**config.mk**
```make
export PLATFORM = sky130hd
export DESIGN_NAME = icache_linefill_ctrl_flat
export DESIGN_NICKNAME = d
export VERILOG_FILES = /design/src/rtl/icache_linefill_ctrl_pkg.sv /design/src/rtl/icache_linefill_ctrl_if.sv /design/src/rtl/icache_linefill_beat_buf.sv /design/src/rtl/icache_linefill_ctrl.sv /design/src/flat_wrapper.sv
export SDC_FILE = /design/constraint.sdc
export NUM_CORES = 1
export LEC_CHECK = 0
export ABC_AREA = 1
export CAP_MARGIN = 15
export CORE_AREA = 2 2 283 285
export CTS_BUF_LIST = sky130_fd_sc_hd__clkbuf_8
export DETAILED_ROUTE_END_ITERATION = 10
export DIE_AREA = 0 0 285 287
export HOLD_SLACK_MARGIN = 0.12
export MAX_ROUTING_LAYER = met4
export PLACE_DENSITY_LB_ADDON = 0.1
export SYNTH_ARGS = -nofsm -noshare
export SYNTH_HDL_FRONTEND = slang
export SYNTH_SLANG_ARGS = --single-unit
```
**constraint.sdc**
```tcl
create_clock -name clk -period 19.84 [get_ports clk]
set_input_delay 2.976 -clock clk [delete_from_list [all_inputs] [get_ports clk]]
set_output_delay 2.976 -clock clk [all_outputs]
set_load 0.05 [all_outputs]
```
**src/rtl/icache_linefill_ctrl_pkg.sv**
```systemverilog
// Shared constants and types for the icache line-fill sequencer.
// Optional feature macro used by this slice: ICACHE_LINEFILL_BYPASS_EN.
package toy_pack;

    localparam int unsigned MSHR_ENTRY_NUM         = 8;
    localparam int unsigned MSHR_ENTRY_INDEX_WIDTH = $clog2(MSHR_ENTRY_NUM);
    localparam int unsigned ICACHE_INDEX_WIDTH     = 7;
    localparam int unsigned BEAT_NUM               = 4;
    localparam int unsigned BEAT_WIDTH             = 128;
    localparam int unsigned LINE_WIDTH             = BEAT_NUM * BEAT_WIDTH;
    localparam int unsigned BEAT_CNT_WIDTH         = $clog2(BEAT_NUM);

    typedef enum logic [1:0] {
        LF_IDLE  = 2'd0,
        LF_FILL  = 2'd1,
        LF_WRITE = 2'd2,
        LF_DONE  = 2'd3
    } linefill_state_t;

    typedef struct packed {
        logic [MSHR_ENTRY_INDEX_WIDTH-1:0] txnid;
        logic [BEAT_WIDTH-1:0]             data;
        logic                              last;
    } rxdat_pld_t;

endpackage

```
**src/rtl/icache_linefill_ctrl_if.sv**
```systemverilog
// Read-data channel, data RAM write port and MSHR retire signals of the line-fill sequencer.
// master = the sequencer side, slave = the surrounding fabric / RAM / MSHR file.
interface icache_linefill_ctrl_if;
    import toy_pack::*;

    logic                              rxdat_vld;
    logic                              rxdat_rdy;
    logic [MSHR_ENTRY_INDEX_WIDTH-1:0] rxdat_txnid;
    logic [BEAT_WIDTH-1:0]             rxdat_data;
    logic                              rxdat_last;

    logic                              dataram_wr_vld;
    logic                              dataram_wr_rdy;
    logic                              dataram_wr_way;
    logic [ICACHE_INDEX_WIDTH-1:0]     dataram_wr_index;
    logic [LINE_WIDTH-1:0]             dataram_wr_data;

    logic                              linefill_done;
    logic [MSHR_ENTRY_INDEX_WIDTH-1:0] linefill_ack_index;

    modport master (
        input  rxdat_vld, rxdat_txnid, rxdat_data, rxdat_last, dataram_wr_rdy,
        output rxdat_rdy, dataram_wr_vld, dataram_wr_way, dataram_wr_index,
               dataram_wr_data, linefill_done, linefill_ack_index
    );

    modport slave (
        output rxdat_vld, rxdat_txnid, rxdat_data, rxdat_last, dataram_wr_rdy,
        input  rxdat_rdy, dataram_wr_vld, dataram_wr_way, dataram_wr_index,
               dataram_wr_data, linefill_done, linefill_ack_index
    );

endinterface

```
**src/rtl/icache_linefill_beat_buf.sv**
```systemverilog
// Line assembly register: BEAT_NUM slots of BEAT_WIDTH bits, one slot written per enabled cycle.
module icache_linefill_beat_buf
    import toy_pack::*;
(
    input  logic                      clk,
    input  logic                      rst,
    input  logic                      wr_en,
    input  logic [BEAT_CNT_WIDTH-1:0] wr_slot,
    input  logic [BEAT_WIDTH-1:0]     wr_data,
    output logic [LINE_WIDTH-1:0]     line_data
);

    logic [LINE_WIDTH-1:0] line_d;
    logic [LINE_WIDTH-1:0] line_q;

    // Merge the incoming beat into its slot; other slots keep their contents.
    always_comb begin
        line_d = line_q;
        if (wr_en) begin
            line_d[wr_slot*BEAT_WIDTH +: BEAT_WIDTH] = wr_data;
        end
    end

    // Slot storage.
    always_ff @(posedge clk or posedge rst) begin
        if (rst) begin
            line_q <= '0;
        end else begin
            line_q <= line_d;
        end
    end

    assign line_data = line_q;

endmodule

```
**src/rtl/icache_linefill_ctrl.sv**
```systemverilog
// Line-fill sequencer: gathers the beats of one refill line, writes the full line into
// the icache data RAM at the MSHR entry's way/index, then pulses the retire to the MSHR file.
// Optional ICACHE_LINEFILL_BYPASS_EN adds a same-cycle mirror of each stored beat.
module icache_linefill_ctrl
    import toy_pack::*;
(
    input  logic                                         clk,
    input  logic                                         rst,
    icache_linefill_ctrl_if.master                       lf,
    input  logic [MSHR_ENTRY_NUM-1:0]                    mshr_rep_way,
    input  logic [MSHR_ENTRY_NUM*ICACHE_INDEX_WIDTH-1:0] mshr_rep_index,
    output logic                                         linefill_err
`ifdef ICACHE_LINEFILL_BYPASS_EN
    ,
    output logic                                         bypass_vld,
    output logic [MSHR_ENTRY_INDEX_WIDTH-1:0]            bypass_txnid,
    output logic [BEAT_WIDTH-1:0]                        bypass_data
`endif
);

    localparam logic [BEAT_CNT_WIDTH-1:0] CNT_LAST = BEAT_CNT_WIDTH'(BEAT_NUM - 1);
    localparam logic [BEAT_CNT_WIDTH-1:0] CNT_ONE  = BEAT_CNT_WIDTH'(1);

    linefill_state_t                   state_q, state_d;
    logic [BEAT_CNT_WIDTH-1:0]         cnt_q, cnt_d;
    logic [MSHR_ENTRY_INDEX_WIDTH-1:0] txnid_q, txnid_d;
    logic                              way_q, way_d;
    logic [ICACHE_INDEX_WIDTH-1:0]     index_q, index_d;
    logic                              rdy_q, rdy_d;
    logic                              err_q, err_d;

    rxdat_pld_t                        pld;
    logic                              beat_fire;
    logic                              buf_wr_en;
    logic [BEAT_CNT_WIDTH-1:0]         buf_wr_slot;
    logic [LINE_WIDTH-1:0]             line_data;

    assign pld       = '{txnid: lf.rxdat_txnid, data: lf.rxdat_data, last: lf.rxdat_last};
    assign beat_fire = lf.rxdat_vld & rdy_q;

    // Next-state, beat storage and error detection.
    always_comb begin
        state_d     = state_q;
        cnt_d       = cnt_q;
        txnid_d     = txnid_q;
        way_d       = way_q;
        index_d     = index_q;
        err_d       = err_q;
        buf_wr_en   = 1'b0;
        buf_wr_slot = cnt_q;
        case (state_q)
            LF_IDLE: begin
                if (beat_fire) begin
                    buf_wr_en   = 1'b1;
                    buf_wr_slot = '0;
                    txnid_d     = pld.txnid;
                    cnt_d       = CNT_ONE;
                    state_d     = (BEAT_NUM == 1) ? LF_WRITE : LF_FILL;
                end
            end
            LF_FILL: begin
                if (beat_fire) begin
                    if (pld.txnid != txnid_q) begin
                        err_d = 1'b1;
                    end else begin
                        buf_wr_en = 1'b1;
                        cnt_d     = cnt_q + CNT_ONE;
                        if (cnt_q == CNT_LAST) begin
                            state_d = LF_WRITE;
                            if (!pld.last) begin
                                err_d = 1'b1;
                            end
                        end else if (pld.last) begin
                            err_d   = 1'b1;
                            state_d = LF_WRITE;
                        end
                    end
                end
            end
            LF_WRITE: begin
                if (lf.dataram_wr_rdy) begin
                    state_d = LF_DONE;
                    cnt_d   = '0;
                end
            end
            default: begin
                state_d = LF_IDLE;
            end
        endcase
        // Way/index are captured once on entry to WRITE so the request stays stable while stalled.
        if ((state_q != LF_WRITE) && (state_d == LF_WRITE)) begin
            way_d   = mshr_rep_way[txnid_d];
            index_d = mshr_rep_index[txnid_d*ICACHE_INDEX_WIDTH +: ICACHE_INDEX_WIDTH];
        end
        // Ready is registered from the next state so it reads 0 throughout reset.
        rdy_d = (state_d == LF_IDLE) || (state_d == LF_FILL);
    end

    // Sequencer state registers.
    always_ff @(posedge clk or posedge rst) begin
        if (rst) begin
            state_q <= LF_IDLE;
            cnt_q   <= '0;
            txnid_q <= '0;
            way_q   <= 1'b0;
            index_q <= '0;
            rdy_q   <= 1'b0;
            err_q   <= 1'b0;
        end else begin
            state_q <= state_d;
            cnt_q   <= cnt_d;
            txnid_q <= txnid_d;
            way_q   <= way_d;
            index_q <= index_d;
            rdy_q   <= rdy_d;
            err_q   <= err_d;
        end
    end

    icache_linefill_beat_buf u_beat_buf (
        .clk       (clk),
        .rst       (rst),
        .wr_en     (buf_wr_en),
        .wr_slot   (buf_wr_slot),
        .wr_data   (pld.data),
        .line_data (line_data)
    );

    assign lf.rxdat_rdy          = rdy_q;
    assign lf.dataram_wr_vld     = (state_q == LF_WRITE);
    assign lf.dataram_wr_way     = way_q;
    assign lf.dataram_wr_index   = index_q;
    assign lf.dataram_wr_data    = line_data;
    assign lf.linefill_done      = (state_q == LF_DONE);
    assign lf.linefill_ack_index = (state_q == LF_DONE) ? txnid_q : '0;
    assign linefill_err          = err_q;

`ifdef ICACHE_LINEFILL_BYPASS_EN
    assign bypass_vld   = buf_wr_en;
    assign bypass_txnid = pld.txnid;
    assign bypass_data  = pld.data;
`endif

endmodule

```
**src/flat_wrapper.sv**
```systemverilog
// flat-port wrapper written by rule: the top's interface ports become plain ports
module icache_linefill_ctrl_flat import toy_pack::*;
  (clk, rst, mshr_rep_way, mshr_rep_index, linefill_err, lf_rxdat_vld, lf_rxdat_txnid, lf_rxdat_data, lf_rxdat_last, lf_dataram_wr_rdy, lf_rxdat_rdy, lf_dataram_wr_vld, lf_dataram_wr_way, lf_dataram_wr_index, lf_dataram_wr_data, lf_linefill_done, lf_linefill_ack_index);
  icache_linefill_ctrl_if lf_i ();
  input  logic clk;
  input  logic rst;
  input  logic [MSHR_ENTRY_NUM-1:0] mshr_rep_way;
  input  logic [MSHR_ENTRY_NUM*ICACHE_INDEX_WIDTH-1:0] mshr_rep_index;
  output logic linefill_err;
  input wire logic [$bits(lf_i.rxdat_vld)-1:0] lf_rxdat_vld;
  input wire logic [$bits(lf_i.rxdat_txnid)-1:0] lf_rxdat_txnid;
  input wire logic [$bits(lf_i.rxdat_data)-1:0] lf_rxdat_data;
  input wire logic [$bits(lf_i.rxdat_last)-1:0] lf_rxdat_last;
  input wire logic [$bits(lf_i.dataram_wr_rdy)-1:0] lf_dataram_wr_rdy;
  output wire logic [$bits(lf_i.rxdat_rdy)-1:0] lf_rxdat_rdy;
  output wire logic [$bits(lf_i.dataram_wr_vld)-1:0] lf_dataram_wr_vld;
  output wire logic [$bits(lf_i.dataram_wr_way)-1:0] lf_dataram_wr_way;
  output wire logic [$bits(lf_i.dataram_wr_index)-1:0] lf_dataram_wr_index;
  output wire logic [$bits(lf_i.dataram_wr_data)-1:0] lf_dataram_wr_data;
  output wire logic [$bits(lf_i.linefill_done)-1:0] lf_linefill_done;
  output wire logic [$bits(lf_i.linefill_ack_index)-1:0] lf_linefill_ack_index;
  assign lf_i.rxdat_vld = lf_rxdat_vld;
  assign lf_i.rxdat_txnid = lf_rxdat_txnid;
  assign lf_i.rxdat_data = lf_rxdat_data;
  assign lf_i.rxdat_last = lf_rxdat_last;
  assign lf_i.dataram_wr_rdy = lf_dataram_wr_rdy;
  assign lf_rxdat_rdy = lf_i.rxdat_rdy;
  assign lf_dataram_wr_vld = lf_i.dataram_wr_vld;
  assign lf_dataram_wr_way = lf_i.dataram_wr_way;
  assign lf_dataram_wr_index = lf_i.dataram_wr_index;
  assign lf_dataram_wr_data = lf_i.dataram_wr_data;
  assign lf_linefill_done = lf_i.linefill_done;
  assign lf_linefill_ack_index = lf_i.linefill_ack_index;
  icache_linefill_ctrl u_core (.clk(clk), .rst(rst), .lf(lf_i), .mshr_rep_way(mshr_rep_way), .mshr_rep_index(mshr_rep_index), .linefill_err(linefill_err));
endmodule
```
==> results.yml <==
cts:
  cts_setup_buffers: 0
  clk_path_buf_depth: 3
  worst_skew_pair.late_latency_ns: 0.71
  cts_root_buf: "clkbuf_8"
  h-tree-depth: 3
  clk_pin_slew_worst_paths_ns: 0.05
  cts.sinks: 529
  cts_buffers: 97
  postCtsHoldBufs: 0
  cts_resized: 0
  cts_tree: "yes"
power_and_ir_drop:
  switching_share_pct: 52.7
  power_frac_seq_pct: 25.7
  intPower_uw: 2970
  p_sw_uw: 3310
  p_leak_uw: 0.0140
  combPwrFrac_pct: 56.6
  power_density_nw_per_um2: 189
  vdd.ir_drop.worst_uv: 137
  p_clk_share_pct: 17.8
timing:
  setup_viol: 0
  postLayoutSetupSlackWorst_ns: 12.97
  worstMarginPinSlew_ns: 1.12
  finClkSkew_ns: 0.0533
  finalHoldViolCount: 0
  maxSlewViolCount: 0
  rsz0062_at_grt: "no"
  whs_ns: 0.467
  fmax_mhz: 146
  max_slew_margin_pct: 25.6
  finalSetupTns_ns: 0
  layout_min_cycle_time_ns: 6.87
  timing.final.crit_share_pct: 34.6
synthesis:
  synth_top_area_cell: "dfrtp_1"
  postSynthRegisterBits: 529
  yosys-top-cells-area: "dfrtp_1, nand2_1, o21ai_1, nand3_1, nand4_1"
  netlist_instances: 2730
  syn_nets: 2940
  syn-cell-area_sq_um: 23300
  ys_warn_count: 0
  ys.flop_type: "dfrtp_1"
  ys_seq_area_share_pct: 56.8
  synth_edf_count: 0
  async_reset_ff_share_pct: 100
  syn_avg_cell_area_sq_um: 8.54
  synth_cell_types: 25
  synth_top_area_share_pct: 56.8
setup_path:
  cp-end-kind: "register"
  worstPathMaxFanout: 160
  cp-start-kind: "primary input"
  cp_slowest_stage_delay_ns: 0.84
  cpMaxStageDelayCell: "buf_4"
  worstPathCellList: "clkdlybuf4s50_1 -> nand3_2 -> nand2_2 -> buf_4 -> inv_6 -> ha_1 -> nand2_8 -> buf_4 -> o21ai_0"
  cp.required_ns: 20.34
  cp_common_cell: "buf_4"
  crit_arrival_ns: 7.36
  path_class: "primary input to register"
floorplanning:
  die_x_um: 285
  die_y_um: 287
  dieArea_sq_um: 81800
  rows: 103
  start_util_pct: 29.6
  io-pin-count: 727
  core_sq_um: 78600
routing:
  wire_per_inst_um: 20.9
  vias_per_cell: 4.85
  routed_wl_um: 93500
  drt_iter0_drc: 1530
  via_count: 21700
  dr.pass1.iters: 6
  ant_nets: 0
  drc_errors: 0
worst_hold_path:
  hold_path.class: "register to register"
grt:
  grt_max_degree: 168
  gr-total-overflow: 0
  grt_pass1_wl_um: 140000
  globalRouteTotalUtil_pct: 22.9
  antenna_found_initial: 4
  grt_pass1_vias: 21300
placement:
  gp_congestion: 0.872
  hpwl_um: 64300
  place_area_sq_um: 31000
  place_ws_ns: 12.25
  io_buffers: 726
finish:
  drive_above_1_share_pct: 5.73
  multi_input_area_sq_um: 8510
  layout_commonest_cell: "nand2_1"
  final_area_sq_um: 33100
  nFillCells: 7811
  fin_util_pct: 42.1
  nets: 3554
  regArea_sq_um: 13200
  final_cell_mix: "nand2_1, clkdlybuf4s50_1, dfrtp_1"
  area_growth_syn_to_layout_pct: 42.1
run_status:
  outcome: "completed"
run:
  cap_violations: 0
==> layout make-up <==
class                   instances  area share [%]
repair buffers                750            22.5
well taps                    1050            3.97
inverters                     134            1.58
flip-flops and latches        529            40.0
clock inverters                57            1.35
clock buffers                 119            4.94
multi-input cells            1832            25.7
diodes                          4          0.0302
==> per-layer routing <==
| metal | up-vias | track usage [%] | wire length [um] |
|---|---|---|---|
| li1 | 10300 | - | - |
| met1 | 10500 | 26.7 | 37000 |
| met2 | 729 | 39.1 | 47400 |
| met3 | 133 | 5.77 | 6460 |
| met4 | 0 | 6.69 | 2570 |
| met5 | - | - | 0 |
==> synthesized netlist by cell type, types with 2 or more instances <==
cell / count
nand2_2: 7
inv_2: 5
buf_6: 7
o21ai_1: 427
clkbuf_1: 99
nor2_1: 10
buf_4: 21
nand3_1: 244
o21ai_0: 88
nand2_1: 867
ha_1: 10
o21ai_4: 2
nand4_1: 162
inv_1: 129
buf_2: 104
buf_1: 4
a21oi_1: 6
nor2_2: 2
nand2_4: 2
dfrtp_1: 529
==> registers in the layout (all words and copies together), names as in the netlist <==
| register | cells |
|---|---|
| u_core.state_q | 2 |
| u_core.lf.rxdat_rdy | 1 |
| u_core.u_beat_buf.line_data | 512 |
| u_core.cnt_q | 2 |
| u_core.txnid_q | 3 |
| u_core.lf.dataram_wr_way | 1 |
| u_core.lf.dataram_wr_index | 7 |
| u_core.linefill_err | 1 |
==> critical path, delay by kind of cell <==
kind | cells | cell delay, ns
buf+inv | 4 | 2.35
simple gates | 3 | 1.10
compound gates | 1 | 0.21
fa+ha+maj | 1 | 0.39
==> metrics by stage <==
stage / power, uW / cells
after global placement: 5180 / 4295
after global routing: 6630 / 4475
after detailed placement: 5210 / 4295
after CTS: 6350 / 4471
final: 6280 / 4475
after floorplan: 3940 / 2730
==> cell families (layout without fill, tap and decap cells) <==
group	after synthesis	in the layout	synth area share [%]
compound gates	525	525	11.4
xor+xnor	1	1	0.0698
fa+ha+maj	10	10	0.537
buf+inv	369	1060	7.06
flops	529	529	56.8
other cells	0	4	0
simple gates	1296	1296	24.1
==> worst paths after layout <==
| kind | start | end | slack [ns] | cells past startpoint |
|---|---|---|---|---|
| min reg2reg | u_core.linefill_err | u_core.linefill_err | 0.47 | 1 |
| max | lf_rxdat_vld | u_core.u_beat_buf.line_data[396] | 12.97 | 9 |
| min | u_core.linefill_err | u_core.linefill_err | 0.47 | 1 |
| max in group asynchronous | rst | u_core.txnid_q[0] | 13.97 | 5 |
| max reg2reg | u_core.state_q[0] | u_core.u_beat_buf.line_data[396] | 15.01 | 10 |
| min in group asynchronous | rst | u_core.u_beat_buf.line_data[189] | 2.82 | 2 |
==> power by group through the flow <==
stage          clock, uW  sequential [uW]  combinational (uW)
2_1_floorplan          0             2740                1190
5_1_grt             1200             1650                3780
4_1_cts             1150             1610                3590
3_3_place_gp           0             1610                3560
3_5_place_dp           0             1620                3580
6_report            1110             1610                3550
Power figures use the tool's default switching activity.
